## src/rtl/seq_mon_pkg.sv

```systemverilog
// seq_mon_pkg: shared types and helpers for the seq_monitor block.
//   seq_state_e : per-channel monitor state (IDLE, ARMED)
//   sat_inc     : saturating increment for counters up to 32 bits wide
//   params_ok   : parameter legality check, evaluated as a constant at elaboration
package seq_mon_pkg;

  typedef enum logic [0:0] {
    IDLE  = 1'b0,
    ARMED = 1'b1
  } seq_state_e;

  localparam int unsigned MAX_NUM_CH = 32;
  localparam int unsigned MAX_WINDOW = 255;
  localparam int unsigned MAX_CNT_W  = 32;

  // Increments val unless it already holds the all-ones value of a width-bit counter.
  function automatic logic [31:0] sat_inc(input logic [31:0] val, input int unsigned width);
    logic [31:0] max_val;
    max_val = (width >= 32) ? 32'hFFFF_FFFF : ((32'd1 << width) - 32'd1);
    return (val >= max_val) ? val : (val + 32'd1);
  endfunction

  function automatic bit params_ok(input int unsigned num_ch, input int unsigned min_dly,
                                   input int unsigned max_dly, input int unsigned cnt_w);
    return (num_ch >= 1) && (num_ch <= MAX_NUM_CH) &&
           (min_dly >= 1) && (min_dly <= max_dly) && (max_dly <= MAX_WINDOW) &&
           (cnt_w >= 1) && (cnt_w <= MAX_CNT_W);
  endfunction

endpackage

```

## src/rtl/seq_mon_ch.sv

```systemverilog
// seq_mon_ch: one channel of the bounded-implication monitor
//   a && b |-> ##[MIN_DLY:MAX_DLY] d
// Optional feature macro: SEQ_MON_STICKY_EN (adds fail_sticky).
// Ports:
//   clk, rst          clock, synchronous active-high reset
//   en                enable; low aborts any attempt and holds the channel IDLE
//   clear             zeroes counters (and sticky flag)
//   a, b, d           antecedent terms and consequent
//   busy              attempt in flight
//   pass, fail        one-cycle result pulses
//   pass_cnt/fail_cnt saturating result counters
//   fail_sticky       (optional) latched fail indication
//
// state | meaning
// IDLE  | waiting for a && b
// ARMED | attempt in flight; dly counts edges since arming
module seq_mon_ch
  import seq_mon_pkg::*;
#(
  parameter int unsigned MIN_DLY = 1,
  parameter int unsigned MAX_DLY = 3,
  parameter int unsigned CNT_W   = 16
) (
  input  logic             clk,
  input  logic             rst,
  input  logic             en,
  input  logic             clear,
  input  logic             a,
  input  logic             b,
  input  logic             d,
  output logic             busy,
  output logic             pass,
  output logic             fail,
  output logic [CNT_W-1:0] pass_cnt,
  output logic [CNT_W-1:0] fail_cnt
`ifdef SEQ_MON_STICKY_EN
  ,
  output logic             fail_sticky
`endif
);

  localparam int unsigned DLY_W = $clog2(MAX_DLY + 1);
  localparam logic [DLY_W-1:0] MIN_K = DLY_W'(MIN_DLY);
  localparam logic [DLY_W-1:0] MAX_K = DLY_W'(MAX_DLY);

  seq_state_e       state_q, state_d;
  logic [DLY_W-1:0] dly_q, dly_d;
  logic             pass_q, pass_d;
  logic             fail_q, fail_d;
  logic [CNT_W-1:0] pass_cnt_q, pass_cnt_d;
  logic [CNT_W-1:0] fail_cnt_q, fail_cnt_d;
  logic             resolved;
  logic             antecedent;

  assign antecedent = a && b;

  always_comb begin
    state_d  = state_q;
    dly_d    = dly_q;
    pass_d   = 1'b0;
    fail_d   = 1'b0;
    resolved = 1'b0;
    if (!en) begin
      state_d = IDLE;
      dly_d   = '0;
    end else begin
      unique case (state_q)
        IDLE: begin
          if (antecedent) begin
            state_d = ARMED;
            dly_d   = DLY_W'(1);
          end
        end
        ARMED: begin
          if (d && (dly_q >= MIN_K)) begin
            pass_d   = 1'b1;
            resolved = 1'b1;
          end else if (dly_q == MAX_K) begin
            fail_d   = 1'b1;
            resolved = 1'b1;
          end else begin
            dly_d = dly_q + DLY_W'(1);
          end
          // A fresh antecedent on the resolving edge starts the next attempt immediately.
          if (resolved) begin
            if (antecedent) begin
              state_d = ARMED;
              dly_d   = DLY_W'(1);
            end else begin
              state_d = IDLE;
              dly_d   = '0;
            end
          end
        end
        default: begin
          state_d = IDLE;
          dly_d   = '0;
        end
      endcase
    end
  end

  // clear wins over a same-edge increment.
  always_comb begin
    pass_cnt_d = pass_cnt_q;
    fail_cnt_d = fail_cnt_q;
    if (clear) begin
      pass_cnt_d = '0;
      fail_cnt_d = '0;
    end else begin
      if (pass_d) pass_cnt_d = CNT_W'(sat_inc(32'(pass_cnt_q), CNT_W));
      if (fail_d) fail_cnt_d = CNT_W'(sat_inc(32'(fail_cnt_q), CNT_W));
    end
  end

  always_ff @(posedge clk) begin
    if (rst) begin
      state_q    <= IDLE;
      dly_q      <= '0;
      pass_q     <= 1'b0;
      fail_q     <= 1'b0;
      pass_cnt_q <= '0;
      fail_cnt_q <= '0;
    end else begin
      state_q    <= state_d;
      dly_q      <= dly_d;
      pass_q     <= pass_d;
      fail_q     <= fail_d;
      pass_cnt_q <= pass_cnt_d;
      fail_cnt_q <= fail_cnt_d;
    end
  end

  assign busy     = (state_q == ARMED);
  assign pass     = pass_q;
  assign fail     = fail_q;
  assign pass_cnt = pass_cnt_q;
  assign fail_cnt = fail_cnt_q;

`ifdef SEQ_MON_STICKY_EN
  logic sticky_q, sticky_d;

  // Set beats clear when both land on the same edge.
  always_comb begin
    sticky_d = sticky_q;
    if (fail_d)     sticky_d = 1'b1;
    else if (clear) sticky_d = 1'b0;
  end

  always_ff @(posedge clk) begin
    if (rst) sticky_q <= 1'b0;
    else     sticky_q <= sticky_d;
  end

  assign fail_sticky = sticky_q;
`endif

endmodule

```

## src/rtl/seq_monitor.sv

```systemverilog
// seq_monitor: NUM_CH independent bounded-implication monitors
//   a && b |-> ##[MIN_DLY:MAX_DLY] d
// Optional feature macro: SEQ_MON_STICKY_EN (adds fail_sticky output).
// Ports:
//   clk, rst          clock, synchronous active-high reset
//   en                global enable
//   clear             synchronous counter/sticky clear
//   a, b, d           per-channel antecedent terms and consequent
//   busy, pass, fail  per-channel status and one-cycle result pulses
//   pass_cnt/fail_cnt packed saturating counters, channel i at [i*CNT_W +: CNT_W]
//   fail_sticky       (optional) per-channel latched fail
module seq_monitor
  import seq_mon_pkg::*;
#(
  parameter int unsigned NUM_CH  = 4,
  parameter int unsigned MIN_DLY = 1,
  parameter int unsigned MAX_DLY = 3,
  parameter int unsigned CNT_W   = 16
) (
  input  logic                    clk,
  input  logic                    rst,
  input  logic                    en,
  input  logic                    clear,
  input  logic [NUM_CH-1:0]       a,
  input  logic [NUM_CH-1:0]       b,
  input  logic [NUM_CH-1:0]       d,
  output logic [NUM_CH-1:0]       busy,
  output logic [NUM_CH-1:0]       pass,
  output logic [NUM_CH-1:0]       fail,
  output logic [NUM_CH*CNT_W-1:0] pass_cnt,
  output logic [NUM_CH*CNT_W-1:0] fail_cnt
`ifdef SEQ_MON_STICKY_EN
  ,
  output logic [NUM_CH-1:0]       fail_sticky
`endif
);

  localparam bit PARAMS_OK = params_ok(NUM_CH, MIN_DLY, MAX_DLY, CNT_W);

  if (!PARAMS_OK) begin : g_param_err
    $error("seq_monitor: illegal NUM_CH/MIN_DLY/MAX_DLY/CNT_W combination");
  end

  for (genvar i = 0; i < NUM_CH; i++) begin : g_ch
    seq_mon_ch #(
      .MIN_DLY (MIN_DLY),
      .MAX_DLY (MAX_DLY),
      .CNT_W   (CNT_W)
    ) u_ch (
      .clk         (clk),
      .rst         (rst),
      .en          (en),
      .clear       (clear),
      .a           (a[i]),
      .b           (b[i]),
      .d           (d[i]),
      .busy        (busy[i]),
      .pass        (pass[i]),
      .fail        (fail[i]),
      .pass_cnt    (pass_cnt[i*CNT_W +: CNT_W]),
      .fail_cnt    (fail_cnt[i*CNT_W +: CNT_W])
`ifdef SEQ_MON_STICKY_EN
      ,
      .fail_sticky (fail_sticky[i])
`endif
    );
  end

endmodule

```

## config.mk

```make
export PLATFORM = sky130hd
export DESIGN_NAME = seq_monitor
export DESIGN_NICKNAME = d
export VERILOG_FILES = /design/src/rtl/seq_mon_pkg.sv /design/src/rtl/seq_mon_ch.sv /design/src/rtl/seq_monitor.sv
export SDC_FILE = /design/constraint.sdc
export NUM_CORES = 1
export LEC_CHECK = 0
export ABC_AREA = 1
export CAP_MARGIN = 20
export CORE_AREA = 2 2 126 116
export CTS_CLUSTER_DIAMETER = 50
export DETAILED_ROUTE_END_ITERATION = 10
export DIE_AREA = 0 0 128 118
export DONT_BUFFER_PORTS = 1
export GPL_ROUTABILITY_DRIVEN = 0
export PLACE_DENSITY = 0.83
export SYNTH_ARGS = -nofsm -noshare
export SYNTH_HDL_FRONTEND = slang
export SYNTH_HIERARCHICAL = 1
export SYNTH_SLANG_ARGS = --single-unit
```

## constraint.sdc

```tcl
create_clock -name clk -period 1.7 [get_ports clk]
set_input_delay 0.34 -clock clk [delete_from_list [all_inputs] [get_ports clk]]
set_output_delay 0.34 -clock clk [all_outputs]
set_load 0.01 [all_outputs]
```

# Word level (Yosys, flattened, before mapping)
# Index checks and enable logic that the tools add are counted.
# totals
inputBits,16
latch_bits,0
mem_count,0
mem_bits_ro,0
register_bits,148
mem_bits_rw,0
word_cells,175
out_inout_bits,140
# op_classes
shifts,0
n_bitwise,13
reduce_logical,22
n_lt_le_gt_ge,12
mul,0
eq_ne,16
div_mod_pow,0
n_addsub,12
muxes,76
# op_table
op,n
$add 16x1->16 const B,8
$ge 16x16->1 const B,8
$mux 1,52
$mux 2,16
$ne 3x3->1 const B,8
$pmux 2 s2,4
$reduce_and 2->1,8
$not 1->1,13
$reduce_and 3->1,4
$add 2x1->2 const B,4
$eq 2x2->1 const B,4
$ge 2x1->1 const B,4
$logic_and 1x1->1,8
$ne 2x1->1 const B,4
$pmux 1 s2,4
$reduce_or 2->1,2

# Logic depth before layout (Yosys ltp)
# depth
depth_word,7
depth_mapped,11
depth_no_buf,11

# Cells and area by module
# Netlist, hierarchy kept.
# by_module_without_submodules
module,instances,area_per_inst_um2,seq_area_each_um2,cells_each
seq_mon_ch (g_ch[1].u_ch ...),3,2185.8,740.7,355
seq_mon_ch (g_ch[0].u_ch),1,2257.2,740.7,351

# Worst setup path before layout
# No wires, ideal clock.
# synth_timing
path_kind,register to register
start,register g_ch[1].u_ch.fail_cnt_q[1]
end,register g_ch[1].u_ch.fail_cnt_q[14]
slack_ns,0.261
synth_period_minus_slack_ns,1.439
arrival_ns,1.324
path_stages_with_launch,8
n_path_buf,1
path_cell_list,dfxtp_1 -> ha_1 -> nand3_2 -> nor2_4 -> nand3_2 -> buf_6 -> a21oi_1 -> nor2_1
# synth_via
elab_chain_cells,3
word_cells_on_any_way,4
# synth_rtl
item,line_no,rtl
from (decl),seq_mon_ch.sv:51,"logic [CNT_W-1:0] fail_cnt_q, fail_cnt_d;"
from (signal assigned),seq_mon_ch.sv:130,fail_cnt_q <= fail_cnt_d;
$ge 16x16->1,seq_mon_pkg.sv:20,return (val >= max_val) ? val : (val + 32'd1);
$not 1->1 (no source line),n/a,
$reduce_and 2->1 (no source line),n/a,
# Parallel ways exist; a longest one is shown, timed or not.
# A chain may end at the register's enable or synchronous reset.

# Worst setup path in the final report
# layout_timing
start,register g_ch[0].u_ch.dly_q[0]
end,register g_ch[0].u_ch.pass_cnt_q[13]
# layout_via
elab_chain_cells,6
# layout_rtl
item,line_no,rtl
from (decl),seq_mon_ch.sv:47,"logic [DLY_W-1:0] dly_q, dly_d;"
from (signal assigned),seq_mon_ch.sv:126,dly_q <= dly_d;
$ge 2x1->1,seq_mon_ch.sv:75,if (d && (dly_q >= MIN_K)) begin
$logic_and 1x1->1,seq_mon_ch.sv:75,
$mux 1,seq_mon_ch.sv:75,
$mux 1,seq_mon_ch.sv:67,unique case (state_q)
$mux 1,seq_mon_ch.sv:63,if (!en) begin
$reduce_and 2->1 (no source line),n/a,
to (signal assigned),seq_mon_ch.sv:129,pass_cnt_q <= pass_cnt_d;
to (decl),seq_mon_ch.sv:50,"logic [CNT_W-1:0] pass_cnt_q, pass_cnt_d;"
# No other way between the ends.

==> metrics.md <==
| Metric | Value |
|---|---|
| Largest net degree at the start of global routing | `27` |
| Final #Nets | `1,569` |
| Worst hold slack | `0.103 ns` |
| Crit path max-delay cell type | `dfxtp_2` |
| Peak VDD IR | `0.738 mV` |
| DRC | `0` |
| GRT overflow | `0` |
| Power per cell area | `672 mW/mm^2` |
| Period utilization | `95.1%` |
| Sum Neg Setup Slack | `0 ns` |
| PnR worst setup slack | `0.0828 ns` |
| Site Rows | `41` |
| Iter 0 DRT Violations | `805` |
| R2R Path Start | `g_ch[0].u_ch/dly_q[0]$_SDFFE_PP0P_` |
| Max-cap violations | `0` |
| Synth unique cells | `25` |
| Dominant cell type by area after synthesis | `dfxtp_1` |
| Top cells by count, synth | `374 x nand2_1, 312 x nor2_1, 148 x dfxtp_1, 140 x inv_1, 133 x nand3_1` |
| Power Total | `6.99 mW` |
| CTS buffer count | `17` |
| Worst Path Required | `2.00 ns` |
| Syn avg cell area | `6.23 um^2` |
| Yosys reg bits | `148` |
| Yosys warns | `6` |
| Post-synthesis simple-gate area fraction | `48.5%` |
| Crit start category | `register` |
| Core Box Area | `0.0137 mm^2` |
| Complex-gate fraction of the synthesized area | `6.36%` |
| Hold Path Class | `input port to register` |
| Worst slew margin | `61.0%` |
| Die Wd | `128 um` |
| Root buffer cell | `clkbuf_16` |
| Worst-path fanout max | `5` |
| First-pass GRT wire length | `38,000 um` |
| Area grow syn2layout | `17.9%` |
| Layout cells sized above 1 | `17.9%` |
| Worst Clk Skew | `0.00714 ns` |
| Post-synthesis sequential area ratio | `33.6%` |
| Synth top area share | `33.6%` |
| Die area | `0.0151 mm^2` |
| Avg WL per Cell | `13.6 um` |
| Syn nets | `1,448` |
| Clock Path Buffers | `2` |
| Vias per cell | `5.42` |
| Crit path max-delay family | `simple AND/OR/NAND/NOR gates` |
| LEAKAGE | `4.22 nW` |
| Adder-cell share of the synthesized area | `2.27%` |
| H-tree depth | `4` |
| Placed cells | `1,680` |
| Fmax | `618 MHz` |
| IO Pins | `156` |
| Area contributors post-synth | `dfxtp_1 34%, nand2_1 16%, nor2_1 13%, nand3_1 7.6%, inv_1 6.0%` |
| Crit-path max cell delay | `0.34 ns` |
| CP bufs+invs | `2` |
| Synth Area in XOR/XNOR | `0.894%` |
| Synthesized netlist cell count | `1,416` |
| Flop2flop setup slack | `0.08 ns` |
| Crit. End Element | `register` |
| Final WL | `23,400 um` |
| Synth Flop Type | `dfxtp_1` |
| Antenna cell count | `0` |
| Critical path class | `register to register` |
| Finished Layout Cells | `1,720` |
| Die height | `118 um` |
| DPL Wire Length | `17,200 um` |
| Num Clock Sinks | `148` |
| Fin. Hold Viols | `0` |
| Most common cell in the synthesized netlist | `nand2_1` |
| Worst-Margin Slew | `0.584 ns` |
| Vias in the first global route | `8,372` |
| Initial Util | `64.1%` |
| Port bufs | `0` |
| Pre-Repair DR Iteration Count | `5` |
| Post-synthesis mux area share | `0%` |
| Place WS | `0.0234 ns` |
| # setup viols final | `0` |
| Hold Crit Start | `en` |
| CTS tree | `yes` |
| Status | `completed` |
| Clk_lat worst skew | `0.42 ns` |
| Fraction of registers with async set/reset | `0%` |
| Slew Viols, Final | `0` |
| Crit path time final | `1.62 ns` |
| Total track usage | `30.4%` |
| Initial antenna violation count | `0` |
| EDFF count, synth | `0` |
| Vias | `9,314` |
| Final ANT Viol Nets | `0` |
| CP Cell Sequence | `inv_1 > ha_1 > inv_2 > nand2_4 > nor2_4 > nand3b_1 > nor2_2 > nand3_1 > nand2_1 > nor2_1` |
| Crit path arrival time | `1.92 ns` |
| Start point of the critical path | `g_ch[0].u_ch/dly_q[0]$_SDFFE_PP0P_` |
| Mapped cell area | `0.00881 mm^2` |
| Largest family of logic cells by synthesized area | `simple AND/OR/NAND/NOR gates` |
| Clk slew on worst S/H paths | `0.05 ns` |
cell usage in the layout, fill, tap and decap left out, types with 19 or more instances in the layout:
cell / count
buf_4: 113
nand2_1: 374
nor2_2: 33
nand3_1: 129
nor2_4: 19
inv_2: 26
nand2_2: 29
inv_1: 139
dfxtp_1: 147
a21oi_1: 87
nor2_1: 301
nand4_1: 28
cell type report:
cell class	count	area [um^2]
clock buffer	25	485
clock inverter	5	27.5
fill	1119	3350
inverter	167	631
multi-input combinational	1087	5170
sequential	148	2960
tap	172	215
timing repair buffer	116	898
where the power goes:
part	internal, mW	switching (mW)
logic	0.0593	0.130
clock network	1.95	1.36
registers	3.48	0.00870
path summary, 6_finish.rpt:
path,endpoint,cells past startpoint
hold reg to reg,g_ch[0].u_ch/dly_q[0]$_SDFFE_PP0P_,2
setup reg to reg,g_ch[0].u_ch/pass_cnt[13]$_SDFFE_PP0P_,10
setup / recovery,g_ch[0].u_ch/pass_cnt[13]$_SDFFE_PP0P_,10
hold / removal,g_ch[0].u_ch/dly_q[0]$_SDFFE_PP0P_,2
state kept, by name, indices dropped and copies added, names as in the netlist:
name	count
g_ch.u_ch/busy	4
g_ch.u_ch/fail_cnt	64
g_ch.u_ch/pass	4
g_ch.u_ch/dly_q	8
g_ch.u_ch/fail	4
g_ch.u_ch/pass_cnt	64
repair_timing:
item | CTS | global route
resized for setup | 1 | 18
pin swaps | 0 | 7
endpoints found under the setup margin | 1 | 35
hold buffers | 1 | 0
buffers inserted | 0 | 9
endpoints found under the hold margin | 8 | 0
per-layer routing:
layer | global-route usage [%] | share of wire, %
met5 | 0 | 0
met4 | 9.96 | 1.6
met3 | 9.68 | 9.1
met2 | 50.3 | 47
met1 | 37.4 | 42
logic make-up after synthesis:
kind of cell | count (synthesis)
adder cells (fa/ha/maj) | 16
flip-flops | 148
AO/OA/AOI/OAI | 112
XOR/XNOR | 9
buffers and inverters | 181
AND/OR/NAND/NOR | 950
metrics by stage:
stage	utilization (%)	area, um^2
final	75.6	10400
after detailed placement	70.9	9750
after floorplan	-	8810
after CTS	74.7	10300
after global placement	70.9	9750
after global routing	75.6	10400
(Power assumes the default switching activity.)
